[src/rtl/mem_fill_arbiter_if.sv]
// Bus bundle between the I/D caches, the shared main memory and the fill arbiter.
//
// Handshake semantics: imiss, dmiss and dwrite are level requests. The requester
// holds the request and its address/data stable until its completion pulse
// (fill_done_i, fill_done_d, dwrite_ack) and may drop it on the cycle after the
// pulse. The arbiter samples requests only while idle, so a request raised while
// busy simply waits. mem_en/mem_wr form a one-cycle command with no backpressure;
// mem_rvalid returns read data in issue order after a fixed latency of at least
// one cycle.
`timescale 1ns/1ps
interface mem_fill_arbiter_if #(
    parameter int ADDR_W = 16,
    parameter int DATA_W = 16,
    parameter int WORDS  = 8
);
    localparam int WORD_W = $clog2(WORDS);

    // cache-side requests
    logic              imiss;
    logic [ADDR_W-1:0] imiss_addr;
    logic              dmiss;
    logic [ADDR_W-1:0] dmiss_addr;
    logic              dwrite;
    logic [ADDR_W-1:0] dwrite_addr;
    logic [DATA_W-1:0] dwrite_data;

    // main memory port
    logic              mem_en;
    logic              mem_wr;
    logic [ADDR_W-1:0] mem_addr;
    logic [DATA_W-1:0] mem_wdata;
    logic [DATA_W-1:0] mem_rdata;
    logic              mem_rvalid;

    // fill and completion feedback
    logic [DATA_W-1:0] fill_data;
    logic [WORD_W-1:0] fill_word;
    logic              fill_we_i;
    logic              fill_we_d;
    logic              fill_done_i;
    logic              fill_done_d;
    logic              dwrite_ack;
    logic              busy;

    // arbiter side
    modport master (
        input  imiss, imiss_addr, dmiss, dmiss_addr,
        input  dwrite, dwrite_addr, dwrite_data,
        input  mem_rdata, mem_rvalid,
        output mem_en, mem_wr, mem_addr, mem_wdata,
        output fill_data, fill_word, fill_we_i, fill_we_d,
        output fill_done_i, fill_done_d, dwrite_ack, busy
    );

    // caches and memory side
    modport slave (
        output imiss, imiss_addr, dmiss, dmiss_addr,
        output dwrite, dwrite_addr, dwrite_data,
        output mem_rdata, mem_rvalid,
        input  mem_en, mem_wr, mem_addr, mem_wdata,
        input  fill_data, fill_word, fill_we_i, fill_we_d,
        input  fill_done_i, fill_done_d, dwrite_ack, busy
    );
endinterface

[src/rtl/mem_fill_arbiter.sv]
// Shared main-memory arbiter for the I-cache and D-cache. Serves write-through
// stores (one cycle) and block fills (WORDS reads, returns counted regardless of
// memory latency). Priority when idle: store > D miss > I miss.
`timescale 1ns/1ps
module mem_fill_arbiter #(
    parameter int ADDR_W = 16,
    parameter int DATA_W = 16,
    parameter int WORDS  = 8
) (
    input  logic               clk,
    input  logic               rst,
    mem_fill_arbiter_if.master bus,
    output logic [1:0]         dbg_state_o
);
    localparam int WORD_W = $clog2(WORDS);
    localparam int CNT_W  = WORD_W + 1;
    // byte-offset bits inside one block; cleared to form the block base
    localparam logic [ADDR_W-1:0] OFF_MASK  = ADDR_W'(WORDS * 2 - 1);
    localparam logic [CNT_W-1:0]  CNT_WORDS = CNT_W'(WORDS);
    localparam logic [CNT_W-1:0]  CNT_LAST  = CNT_W'(WORDS - 1);
    localparam logic [CNT_W-1:0]  CNT_ONE   = CNT_W'(1);

    typedef enum logic [1:0] {
        ST_IDLE   = 2'd0,
        ST_WRITE  = 2'd1,
        ST_FILL_D = 2'd2,
        ST_FILL_I = 2'd3
    } state_t;

    state_t            state_q;
    logic [ADDR_W-1:0] base_q;
    logic [CNT_W-1:0]  issue_cnt_q;
    logic [CNT_W-1:0]  recv_cnt_q;
    logic              mem_en_q;
    logic              mem_wr_q;
    logic [ADDR_W-1:0] mem_addr_q;
    logic [DATA_W-1:0] mem_wdata_q;
    logic              dwrite_ack_q;

    logic              in_fill;
    logic              issue_more;
    logic              fill_beat;
    logic              last_beat;
    logic [ADDR_W-1:0] issue_addr_d;
    logic [ADDR_W-1:0] dmiss_base_d;
    logic [ADDR_W-1:0] imiss_base_d;
    logic [CNT_W-1:0]  issue_cnt_d;
    logic [CNT_W-1:0]  recv_cnt_d;

    // Fill bookkeeping: next issue address, beat qualification and counter increments.
    always_comb begin
        in_fill      = (state_q == ST_FILL_D) || (state_q == ST_FILL_I);
        issue_more   = issue_cnt_q < CNT_WORDS;
        // base is block aligned, so this sum never carries out of the block
        issue_addr_d = base_q + ADDR_W'({issue_cnt_q[WORD_W-1:0], 1'b0});
        // returns outside a fill (idle, write, or after a reset) are dropped here
        fill_beat    = in_fill && bus.mem_rvalid;
        last_beat    = fill_beat && (recv_cnt_q == CNT_LAST);
        dmiss_base_d = bus.dmiss_addr & ~OFF_MASK;
        imiss_base_d = bus.imiss_addr & ~OFF_MASK;
        issue_cnt_d  = issue_cnt_q + CNT_ONE;
        recv_cnt_d   = recv_cnt_q + CNT_ONE;
    end

    // Main FSM: request arbitration, memory command registers and fill counters.
    always_ff @(posedge clk or posedge rst) begin
        if (rst) begin
            state_q      <= ST_IDLE;
            base_q       <= '0;
            issue_cnt_q  <= '0;
            recv_cnt_q   <= '0;
            mem_en_q     <= 1'b0;
            mem_wr_q     <= 1'b0;
            mem_addr_q   <= '0;
            mem_wdata_q  <= '0;
            dwrite_ack_q <= 1'b0;
        end else begin
            // command and ack strobes are single-cycle unless re-armed below
            mem_en_q     <= 1'b0;
            mem_wr_q     <= 1'b0;
            dwrite_ack_q <= 1'b0;
            case (state_q)
                ST_IDLE: begin
                    if (bus.dwrite) begin
                        // the store goes out on the bus during the WRITE cycle itself
                        state_q      <= ST_WRITE;
                        mem_en_q     <= 1'b1;
                        mem_wr_q     <= 1'b1;
                        mem_addr_q   <= bus.dwrite_addr;
                        mem_wdata_q  <= bus.dwrite_data;
                        dwrite_ack_q <= 1'b1;
                    end else if (bus.dmiss) begin
                        state_q     <= ST_FILL_D;
                        base_q      <= dmiss_base_d;
                        issue_cnt_q <= '0;
                        recv_cnt_q  <= '0;
                    end else if (bus.imiss) begin
                        state_q     <= ST_FILL_I;
                        base_q      <= imiss_base_d;
                        issue_cnt_q <= '0;
                        recv_cnt_q  <= '0;
                    end
                end
                ST_WRITE: begin
                    // always back through IDLE so a held miss is re-arbitrated
                    state_q <= ST_IDLE;
                end
                ST_FILL_D, ST_FILL_I: begin
                    // one read per cycle until the whole block has been requested
                    if (issue_more) begin
                        mem_en_q    <= 1'b1;
                        mem_addr_q  <= issue_addr_d;
                        issue_cnt_q <= issue_cnt_d;
                    end
                    // completion is decided by returned words, not elapsed cycles
                    if (fill_beat) begin
                        recv_cnt_q <= recv_cnt_d;
                    end
                    if (last_beat) begin
                        state_q <= ST_IDLE;
                    end
                end
                default: begin
                    state_q <= ST_IDLE;
                end
            endcase
        end
    end

    // memory command outputs come straight from registers
    assign bus.mem_en     = mem_en_q;
    assign bus.mem_wr     = mem_wr_q;
    assign bus.mem_addr   = mem_addr_q;
    assign bus.mem_wdata  = mem_wdata_q;
    assign bus.dwrite_ack = dwrite_ack_q;

    // fill writes follow the return beat in the same cycle; zero when no beat
    assign bus.fill_data   = fill_beat ? bus.mem_rdata : '0;
    assign bus.fill_word   = fill_beat ? recv_cnt_q[WORD_W-1:0] : '0;
    assign bus.fill_we_d   = fill_beat && (state_q == ST_FILL_D);
    assign bus.fill_we_i   = fill_beat && (state_q == ST_FILL_I);
    assign bus.fill_done_d = last_beat && (state_q == ST_FILL_D);
    assign bus.fill_done_i = last_beat && (state_q == ST_FILL_I);
    assign bus.busy        = (state_q != ST_IDLE);
    assign dbg_state_o     = state_q;

endmodule

[src/flat_wrapper.sv]
// flat-port wrapper written by rule: the top's interface ports become plain ports
module mem_fill_arbiter_flat 
#(
    parameter int ADDR_W = 16,
    parameter int DATA_W = 16,
    parameter int WORDS  = 8
)
  (clk, rst, dbg_state_o, bus_imiss, bus_imiss_addr, bus_dmiss, bus_dmiss_addr, bus_dwrite, bus_dwrite_addr, bus_dwrite_data, bus_mem_rdata, bus_mem_rvalid, bus_mem_en, bus_mem_wr, bus_mem_addr, bus_mem_wdata, bus_fill_data, bus_fill_word, bus_fill_we_i, bus_fill_we_d, bus_fill_done_i, bus_fill_done_d, bus_dwrite_ack, bus_busy);
  mem_fill_arbiter_if #(.ADDR_W(ADDR_W), .DATA_W(DATA_W), .WORDS(WORDS)) bus_i ();
  input  logic clk;
  input  logic rst;
  output logic [1:0] dbg_state_o;
  input wire logic [$bits(bus_i.imiss)-1:0] bus_imiss;
  input wire logic [$bits(bus_i.imiss_addr)-1:0] bus_imiss_addr;
  input wire logic [$bits(bus_i.dmiss)-1:0] bus_dmiss;
  input wire logic [$bits(bus_i.dmiss_addr)-1:0] bus_dmiss_addr;
  input wire logic [$bits(bus_i.dwrite)-1:0] bus_dwrite;
  input wire logic [$bits(bus_i.dwrite_addr)-1:0] bus_dwrite_addr;
  input wire logic [$bits(bus_i.dwrite_data)-1:0] bus_dwrite_data;
  input wire logic [$bits(bus_i.mem_rdata)-1:0] bus_mem_rdata;
  input wire logic [$bits(bus_i.mem_rvalid)-1:0] bus_mem_rvalid;
  output wire logic [$bits(bus_i.mem_en)-1:0] bus_mem_en;
  output wire logic [$bits(bus_i.mem_wr)-1:0] bus_mem_wr;
  output wire logic [$bits(bus_i.mem_addr)-1:0] bus_mem_addr;
  output wire logic [$bits(bus_i.mem_wdata)-1:0] bus_mem_wdata;
  output wire logic [$bits(bus_i.fill_data)-1:0] bus_fill_data;
  output wire logic [$bits(bus_i.fill_word)-1:0] bus_fill_word;
  output wire logic [$bits(bus_i.fill_we_i)-1:0] bus_fill_we_i;
  output wire logic [$bits(bus_i.fill_we_d)-1:0] bus_fill_we_d;
  output wire logic [$bits(bus_i.fill_done_i)-1:0] bus_fill_done_i;
  output wire logic [$bits(bus_i.fill_done_d)-1:0] bus_fill_done_d;
  output wire logic [$bits(bus_i.dwrite_ack)-1:0] bus_dwrite_ack;
  output wire logic [$bits(bus_i.busy)-1:0] bus_busy;
  assign bus_i.imiss = bus_imiss;
  assign bus_i.imiss_addr = bus_imiss_addr;
  assign bus_i.dmiss = bus_dmiss;
  assign bus_i.dmiss_addr = bus_dmiss_addr;
  assign bus_i.dwrite = bus_dwrite;
  assign bus_i.dwrite_addr = bus_dwrite_addr;
  assign bus_i.dwrite_data = bus_dwrite_data;
  assign bus_i.mem_rdata = bus_mem_rdata;
  assign bus_i.mem_rvalid = bus_mem_rvalid;
  assign bus_mem_en = bus_i.mem_en;
  assign bus_mem_wr = bus_i.mem_wr;
  assign bus_mem_addr = bus_i.mem_addr;
  assign bus_mem_wdata = bus_i.mem_wdata;
  assign bus_fill_data = bus_i.fill_data;
  assign bus_fill_word = bus_i.fill_word;
  assign bus_fill_we_i = bus_i.fill_we_i;
  assign bus_fill_we_d = bus_i.fill_we_d;
  assign bus_fill_done_i = bus_i.fill_done_i;
  assign bus_fill_done_d = bus_i.fill_done_d;
  assign bus_dwrite_ack = bus_i.dwrite_ack;
  assign bus_busy = bus_i.busy;
  mem_fill_arbiter #(.ADDR_W(ADDR_W), .DATA_W(DATA_W), .WORDS(WORDS)) u_core (.clk(clk), .rst(rst), .bus(bus_i), .dbg_state_o(dbg_state_o));
endmodule
[config.mk]
export PLATFORM = sky130hd
export DESIGN_NAME = mem_fill_arbiter_flat
export DESIGN_NICKNAME = d
export VERILOG_FILES = /design/src/rtl/mem_fill_arbiter_if.sv /design/src/rtl/mem_fill_arbiter.sv /design/src/flat_wrapper.sv
export SDC_FILE = /design/constraint.sdc
export NUM_CORES = 1
export LEC_CHECK = 0
export ABC_CLOCK_PERIOD_IN_PS = 2700
export BUFFER_PORTS_ARGS = -buffer_cell sky130_fd_sc_hd__buf_2
export CAP_MARGIN = 20
export CORE_MARGIN = 1
export CORE_UTILIZATION = 50
export CTS_BUF_LIST = sky130_fd_sc_hd__clkbuf_8
export DETAILED_ROUTE_END_ITERATION = 7
export GPL_ROUTABILITY_DRIVEN = 0
export PLACE_DENSITY = 0.95
export SYNTH_ARGS = -nofsm -noshare
export SYNTH_HDL_FRONTEND = slang
export SYNTH_SLANG_ARGS = --single-unit
[constraint.sdc]
create_clock -name clk -period 2.7 [get_ports clk]
set_input_delay 0.135 -clock clk [delete_from_list [all_inputs] [get_ports clk]]
set_output_delay 0.135 -clock clk [all_outputs]
set_load 0.01 [all_outputs]
==> results.cfg, run 1 <==
[cts]
cts_num_sinks = 56
htreeDepth = 2
cts_buffer_depth = 2
clk_latency_ns = 0.31
ctsRootBufferMaster = clkbuf_8
numCtsBuffers = 5
path_clk_slew_ns = 0.10
cts_resized = 0
cts_setup_buffers = 0
ctsHoldBuffers = 1
cts_tree = done

[floorplan]
dieArea_sq_um = 5640
start_util = 0.520
dieWidth_microns = 75.1
rows = 26
coreArea_sq_um = 5140
die_h_microns = 75.1
io_pins = 147

[finish]
regArea_sq_um = 1400
multi_input_area_sq_um = 1170
drive_gt1_frac = 0.545
syn2layout_area_growth_pct = 33.5
fin_nets = 450
fillers = 410
antennaDiodeCount = 0

[flow_run]
drv_cap = 0

[pwr]
ir_drop_mv = 0.719
powerDensity_nw_per_um2 = 1040
p_leak_nw = 1.89

[status]
status = complete, no violations

[route]
wl_per_cell_microns = 14.8
ant_nets = 0
via_per_inst = 5.32
drc = 0
wl_mm = 6.40
route.vias.total = 2302
drt-pass1-iter-count = 5
drt_iter0_markers = 139

[global_route]
grt_pass1_vias = 2224
grt_pass1_wl_mm = 9.96
antenna_found_initial = 0
grt_overflow = 0
track_usage = 0.240
grt_max_degree = 36

[logic_synthesis]
ys_seq_elements = 56
yosys.area.top_type = dfrtp_1
ys_async_sr_fraction = 1.00
yosysSeqAreaShare = 0.524
synth_warnings = 0
syn_avg_cell_area_sq_um = 11.8
netlist_instances = 226
synth_commonest_cells = 56 x dfrtp_1, 37 x mux2_2, 20 x and3_1
synth_area_leaders = dfrtp_1 52%, mux2_2 16%, mux2i_1 6.0%
synth_area_sq_um = 2670
ys_types = 32
synth_edf_count = 0
synth.most_common_cell = dfrtp_1
syn_nets = 314
synthFlopType = dfrtp_1
synth_top_area_share = 0.524

[sta]
tightest_slew_ns = 0.600
hold_viol_final = 0
fin_worst_skew_ns = 0.0107
finalCriticalPeriod_ns = 2.05
setup_tns_ns = 0
clock.fmax_mhz = 487
fin_ws_ns = 0.646
min_period_over_period = 0.761
rsz0062_at_grt = false
setup_viol = 0
slew_violations = 0
relSlewSlack = 0.599

[placement]
pre_cts_ws_ns = 0.875
portBuffers = 138
hpwl_mm = 4.97

[setup_path]
arrival_ns = 1.92
crit_required_ns = 2.57
endpoint_kind = primary output
path_max_fanout = 35
crit_type = register to primary output
start_kind = register

[hold_path]
hold_class = input pin to register
[final timing paths]
check / slack, ns / depth (start not counted) / to / startpoint
max: 0.65 / 5 / bus_fill_done_d / u_core.dbg_state_o[1]$_DFFE_PP0P_
min: 0.03 / 3 / u_core.bus.mem_addr[0]$_DFFE_PP0P_ / bus_dwrite_addr[0]
max reg2reg: 0.88 / 4 / u_core.bus.mem_addr[12]$_DFFE_PP0P_ / u_core.dbg_state_o[0]$_DFFE_PP0P_
min reg2reg: 0.51 / 1 / u_core.bus.mem_wdata[7]$_DFFE_PP0P_ / u_core.bus.mem_wdata[7]$_DFFE_PP0P_
max in group asynchronous: 1.46 / 4 / u_core.bus.mem_wdata[14]$_DFFE_PP0P_ / rst
min in group asynchronous: 0.43 / 3 / u_core.bus.mem_addr[3]$_DFFE_PP0P_ / rst
[cell families after synthesis]
group	count (synthesis)	share of synthesized area
buf+inv	20	0.0398
compound gates	27	0.0562
mux	56	0.233
xor+xnor	2	0.00655
fa+ha+maj	2	0.00936
simple gates	63	0.132
flops	56	0.524
[cell type report]
cell class                 instances  share of cell area
clock inverter                     1             0.00842
inverter                           2             0.00210
timing repair buffer             147               0.217
clock buffer                       7              0.0270
multi-input combinational        150               0.329
sequential                        56               0.393
tap                               70              0.0245
[per-stage QoR]
step | hold WS, ns | instances | cell area (sq um) | utilization | power [mW]
floorplan | 0.252 | 226 | 2670 | - | 2.56
global placement | 0.226 | 424 | 3430 | 0.668 | 3.06
detailed placement | 0.234 | 424 | 3430 | 0.668 | 3.17
CTS | 0.0324 | 433 | 3570 | 0.694 | 3.76
global route | 0.0381 | 433 | 3570 | 0.694 | 4.00
finish | 0.0315 | 433 | 3570 | 0.694 | 3.73
[cells in the final DEF, fill, tap and decap left out, types with 2 or more instances in the layout]
cell        n
buf_4       7
nand2_1     8
nor3_1     17
o311ai_0    2
and3_1     20
a21oi_1    17
o21ai_0     5
nand3_1     3
ha_1        2
nor2_1      6
clkbuf_8    7
buf_2     138
mux2_4      3
mux2i_1    16
dfrtp_1    56
mux2_2     37
xor2_1      2
[registers in the layout, summed over array words and instances, names as in the netlist]
register	count
u_core.recv_cnt_q	4
u_core.bus.mem_addr	16
u_core.issue_cnt_q	4
u_core.dbg_state_o	2
u_core.bus.mem_en	1
u_core.bus.dwrite_ack	1
u_core.bus.mem_wdata	16
u_core.base_q	12
[power by group]
group          switching, mW  internal [mW]  leakage (nW)  total, mW
registers              0.262           1.25         0.667       1.52
clock network          0.263          0.328        0.0645      0.590
logic                  0.826          0.792          1.16       1.62
total                   1.35           2.37          1.89       3.73
[routing by layer]
layer | global-route usage | routed length, microns | vias to the layer above
met3 | 0.0562 | 446 | 10
li1 | - | - | 1078
met1 | 0.271 | 2510 | 1102
met2 | 0.437 | 3330 | 112
met4 | 0.0922 | 113 | 0
met5 | 0 | 0 | -
[worst max-delay path, cell delays in order, from the launching register on]
cell and delay (ns):
dfrtp_1 0.44, buf_4 0.35, nand2_1 0.19, or3_1 0.40, nor2_1 0.09, buf_2 0.13
(Power assumes the default switching activity.)
==> inputs of run 2 (changes only) <==
ABC_AREA = 1   (was not set)
ABC_CLOCK_PERIOD_IN_PS = 1700   (was 2700)
CORE_UTILIZATION = 42   (was 50)
PLACE_DENSITY = 0.9   (was 0.95)
clock period = 1.7 ns   (was 2.7 ns; I/O delays follow)
==> run 2 against run 1 <==
Against the previous run: the run now ends with design-rule violations left; synthesized cell count grew 62%; clock power increased by 19%; worst setup slack got worse by 0.51 ns; cell count grew 38%; hold slack got worse by 0.020 ns; combinational power is 94% higher.
==> results.cfg, run 2 <==
[status]
status = complete, but fails checks
violations = design-rule violations

[cts]
cts_setup_buffers = 0
cts_buffer_depth = 2
numCtsBuffers = 5
clk_latency_ns = 0.30
path_clk_slew_ns = 0.09
htreeDepth = 2
cts_num_sinks = 56
cts_tree = done
ctsRootBufferMaster = clkbuf_8

[floorplan]
coreArea_sq_um = 6420
die_h_microns = 84.0
start_util = 0.440
dieWidth_microns = 84.0
dieArea_sq_um = 7050
rows = 29
io_pins = 147

[sta]
relSlewSlack = 0.711
setup_tns_ns = 0
tightest_slew_ns = 0.432
clock.fmax_mhz = 640
rsz0062_at_grt = false
setup_viol = 0
fin_worst_skew_ns = 0.00746
min_period_over_period = 0.919
finalCriticalPeriod_ns = 1.56
holdWs_ns = 0.0111
slew_violations = 0
hold_viol_final = 0

[global_route]
grt_overflow = 0
antenna_found_initial = 0
grt_pass1_vias = 2664
grt_pass1_wl_mm = 12.1
grt_max_degree = 39
track_usage = 0.215

[route]
wl_mm = 7.44
drc = 5
route.vias.total = 2798
drt-pass1-iter-count = 6
drt_iter0_markers = 149
wl_per_cell_microns = 12.5
via_per_inst = 4.69
ant_nets = 0

[setup_path]
r2r-start = u_core.dbg_state_o[1]$_DFFE_PP0P_
arrival_ns = 1.48
crit_required_ns = 1.62
r2r_cells = 6
start_kind = register
r2r-end = u_core.bus.mem_addr[6]$_DFFE_PP0P_
endpoint_kind = primary output
regToRegSetupSlack_ns = 0.16
cp-endpoint = bus_fill_done_i
crit_start = u_core.dbg_state_o[1]$_DFFE_PP0P_
crit_type = register to primary output
path_max_fanout = 10

[pwr]
powerDensity_nw_per_um2 = 1620
clock_power_share = 0.113
ir_drop_mv = 0.599
seqPwrFrac = 0.381
sw_frac_of_total = 0.440
internal-power_mw = 3.48
switching_power_mw = 2.74
power.total_mw = 6.22
p_comb_frac = 0.506
p_leak_nw = 2.31

[logic_synthesis]
synth_edf_count = 0
ys_async_sr_fraction = 1.00
synth_warnings = 0
netlist_instances = 366
synth_area_sq_um = 2820
yosys.area.top_type = dfrtp_1
synth_top_area_share = 0.496
synth_commonest_cells = 148 x nand2_1, 56 x dfrtp_1, 49 x inv_1
syn_nets = 454
synth_area_leaders = dfrtp_1 50%, nand2_1 20%, inv_1 6.5%
synth.most_common_cell = nand2_1
ys_seq_elements = 56
syn_avg_cell_area_sq_um = 7.71
synthFlopType = dfrtp_1
ys_types = 28
yosysSeqAreaShare = 0.496

[finish]
antennaDiodeCount = 0
syn2layout_area_growth_pct = 36.0
final_util = 0.598
final_cell_mix = 148 x nand2_1, 138 x buf_2, 55 x dfrtp_1
fin_nets = 607
drive_gt1_frac = 0.321
final_common_cell = nand2_1

[placement]
portBuffers = 138
hpwl_mm = 5.35

[hold_path]
holdPathStages = 3
hold_class = input pin to register

[flow_run]
drv_cap = 0
==> run 2: changes by cell type after synthesis, sizes merged, moves of 17 or more <==
cell and change:
nor3 -17, inv +50, nor2 +29, mux2 -40, nand2 +143, and3 -20
==> run 2: final cells by class <==
cell class	instances	area (sq um)
clock buffer	5	68.8
clock inverter	3	20.0
fill	552	2580
inverter	52	198
multi-input combinational	242	1110
sequential	56	1400
tap	77	96.3
timing repair buffer	162	943
==> run 2: power groups by stage <==
stage          registers (mW)  clock network (mW)  logic, mW
2_1_floorplan            2.50                   0       2.00
3_3_place_gp             2.35                   0       2.94
3_5_place_dp             2.37                   0       3.07
4_1_cts                  2.35               0.726       3.12
5_1_grt                  2.43               0.778       3.49
6_report                 2.37               0.705       3.14
==> run 2: routing by layer <==
layer	GRT usage	vias to the layer above	part of all wire
met5	0	-	0
met4	0.0987	0	0.029
met3	0.0445	22	0.049
met2	0.384	109	0.52
met1	0.246	1251	0.40
li1	-	1416	-
==> run 2: what timing repair did <==
| item | CTS | global route |
|---|---|---|
| hold buffers | 19 | 0 |
| gates resized for setup | 1 | 1 |
| endpoints found under the hold margin | 36 | 0 |
| setup endpoints to repair | 2 | 2 |
==> run 2: metrics by stage <==
step	area [sq um]	worst slack, ns	instances
after floorplan	2820	0.244	366
after global placement	3550	0.203	570
after detailed placement	3550	0.163	570
after CTS	3830	0.0793	597
after global routing	3840	0.0425	597
final	3840	0.138	597
==> run 2: worst min path at each step <==
stage	from	endpoint
after floorplan	bus_dwrite_data[0]	u_core.bus.mem_wdata[0]$_DFFE_PP0P_
after global placement	rst	u_core.bus.mem_wdata[7]$_DFFE_PP0P_
after detailed placement	rst	u_core.bus.dwrite_ack$_DFF_PP0_
after CTS	bus_dwrite_addr[11]	u_core.bus.mem_addr[11]$_DFFE_PP0P_
after global routing	bus_dwrite_addr[7]	u_core.bus.mem_addr[7]$_DFFE_PP0P_
final	bus_dwrite_addr[11]	u_core.bus.mem_addr[11]$_DFFE_PP0P_
==> run 2: kinds of logic after synthesis <==
family	synth area share
AOI/OAI and AO/OA	0.0900
adders and majority gates	0.00886
xor gates and xnor gates	0.00310
and+or+nand+nor	0.289
buffers and inverters	0.112
DFF	0.496
==> run 2: worst max-delay path, stage by stage, from the launching register on <==
cell	delay, ns
dfrtp_2	0.50
nand3_2	0.16
inv_1	0.13
nand3_1	0.11
nor2_1	0.12
buf_2	0.15
==> inputs of run 3 (changes only) <==
ABC_CLOCK_PERIOD_IN_PS = 1470   (was 1700)
CORE_UTILIZATION = 47   (was 42)
PLACE_DENSITY = 0.95   (was 0.9)
clock period = 1.47 ns   (was 1.7 ns; I/O delays follow)
==> run 3 against run 2 <==
Against the previous run: the flow finishes with violations (negative hold slack); non-clock buffer count up 15; count of clock-buffer cells in the layout unchanged; clock power up 19%; cell count up 1.7%; hold slack got worse by 0.016 ns; sequential cell count is the same; register-to-register slack worse by 0.02 ns; critical path type unchanged.
==> results.cfg, run 3 (synthesis results as in run 2) <==
[finish]
final_util = 0.706
fillers = 419
final_common_cell = nand2_1
drive_gt1_frac = 0.327
syn2layout_area_growth_pct = 41.2
post-route-cell-area_sq_um = 3990
antennaDiodeCount = 0
final_cell_mix = 147 x nand2_1, 138 x buf_2, 55 x dfrtp_1
fin_nets = 622

[route]
via_per_inst = 4.92
drt_iter0_markers = 191
drt-pass1-iter-count = 5
route.vias.total = 2985
wl_mm = 8.23
ant_nets = 0
drc = 0
wl_per_cell_microns = 13.6

[global_route]
grt_max_degree = 57
grt.busiest_layer = met2
gr-usage-met2 = 0.468
antenna_found_initial = 0
grt_overflow = 0
met3_usage = 0.0697
met1_usage = 0.281
track_usage = 0.268
grt_pass1_wl_mm = 12.8
grt_pass1_vias = 2880

[setup_path]
endpoint_kind = primary output
cpLargestDelayFamily = flip-flops
start_kind = register
cp_slowest_cell = dfrtp_1
regToRegSetupSlack_ns = 0.14
crit_chain = ha_1 > nand3_1 > nor2_1 > buf_2
crit_type = register to primary output
path_max_fanout = 5
worst_path_largest_cell_delay_ns = 0.43
arrival_ns = 1.35
crit_required_ns = 1.40
path_buf_inv = 1

[floorplan]
die_h_microns = 79.5
coreArea_sq_um = 5640
rows = 27
io_pins = 147
dieWidth_microns = 79.5
dieArea_sq_um = 6320
start_util = 0.500

[sta]
fin_ws_ns = 0.0515
fin_worst_skew_ns = 0.0116
setup_tns_ns = 0
min_period_over_period = 0.965
finalCriticalPeriod_ns = 1.42
hold_viol_final = 3
holdWs_ns = -0.00441
setup_viol = 0
rsz0062_at_grt = true
slew_violations = 0
clock.fmax_mhz = 705
tightest_slew_ns = 0.286
relSlewSlack = 0.809

[cts]
cts_buffer_depth = 2
path_clk_slew_ns = 0.10
ctsRootBufferMaster = clkbuf_8
cts_tree = done
numCtsBuffers = 5
cts_num_sinks = 56
htreeDepth = 2
clk_latency_ns = 0.32

[placement]
hpwl_mm = 5.34
pre_cts_ws_ns = 0.0909
portBuffers = 138
placed_cell_area_sq_um = 3580

[status]
violations = negative hold slack
status = complete, but fails checks

[pwr]
clock_power_share = 0.112
ir_drop_mv = 1.12
sw_frac_of_total = 0.445
p_comb_frac = 0.528
seqPwrFrac = 0.360
switching_power_mw = 3.36
p_leak_nw = 2.39
internal-power_mw = 4.18
powerDensity_nw_per_um2 = 1890

[flow_run]
drv_cap = 0

[hold_path]
hold_class = input pin to register
run 3: per-layer routing:
layer	up-vias	wire, microns
met3	40	429
met2	135	4270
met1	1363	3110
met4	0	419
met5	-	0
li1	1447	-
run 3: worst reg2reg max path: stages, from the launching register on:
cell	delay (ns)
dfrtp_2	0.47
nor2_4	0.19
nand2_1	0.11
nor2_4	0.17
buf_12	0.17
nand2_1	0.07
o21ai_1	0.09
run 3: stage by stage:
stage          hold WS, ns  instances  power (mW)
5_1_grt            0.00172        607        8.14
3_5_place_dp         0.146        569        6.38
3_3_place_gp         0.143        569        6.19
4_1_cts            0.00181        602        7.25
2_1_floorplan        0.183        366        5.21
6_report          -0.00441        607        7.54
run 3: final timing paths:
kind                                                        to  cells after the start                                start
setup / recovery                               bus_fill_done_i                      4     u_core.recv_cnt_q[0]$_DFFE_PP0P_
hold / removal                   u_core.base_q[13]$_DFFE_PP0P_                      3                   bus_imiss_addr[13]
setup reg to reg                  u_core.base_q[4]$_DFFE_PP0P_                      6    u_core.dbg_state_o[1]$_DFFE_PP0P_
hold reg to reg            u_core.bus.mem_wdata[4]$_DFFE_PP0P_                      2  u_core.bus.mem_wdata[4]$_DFFE_PP0P_
max in group asynchronous    u_core.dbg_state_o[1]$_DFFE_PP0P_                      4                                  rst
min in group asynchronous  u_core.bus.mem_wdata[7]$_DFFE_PP0P_                      4                                  rst
run 3: repair_timing:
action / in CTS / in global routing
hold buffers: 25 / 2
pin swaps: 0 / 1
endpoints found under the hold margin: 80 / 2
resized for setup: 1 / 7
setup buffers: 0 / 3
setup endpoints to repair: 6 / 39
run 3: power groups by stage:
stage	Sequential, mW	Combinational (mW)	Clock (mW)
floorplan	2.89	2.32	0
global placement	2.68	3.51	0
detailed placement	2.70	3.68	0
CTS	2.68	3.74	0.834
global route	2.79	4.44	0.909
finish	2.72	3.98	0.842
run 3: area by class of cell:
type,instances,area [sq um],share of cell area
flip-flops and latches,56,1400,0.352
multi-input cells,242,1120,0.281
repair buffers,177,1080,0.271
inverters,52,205,0.0515
well taps,72,90.1,0.0226
clock buffers,5,68.8,0.0173
clock inverters,3,17.5,0.00440
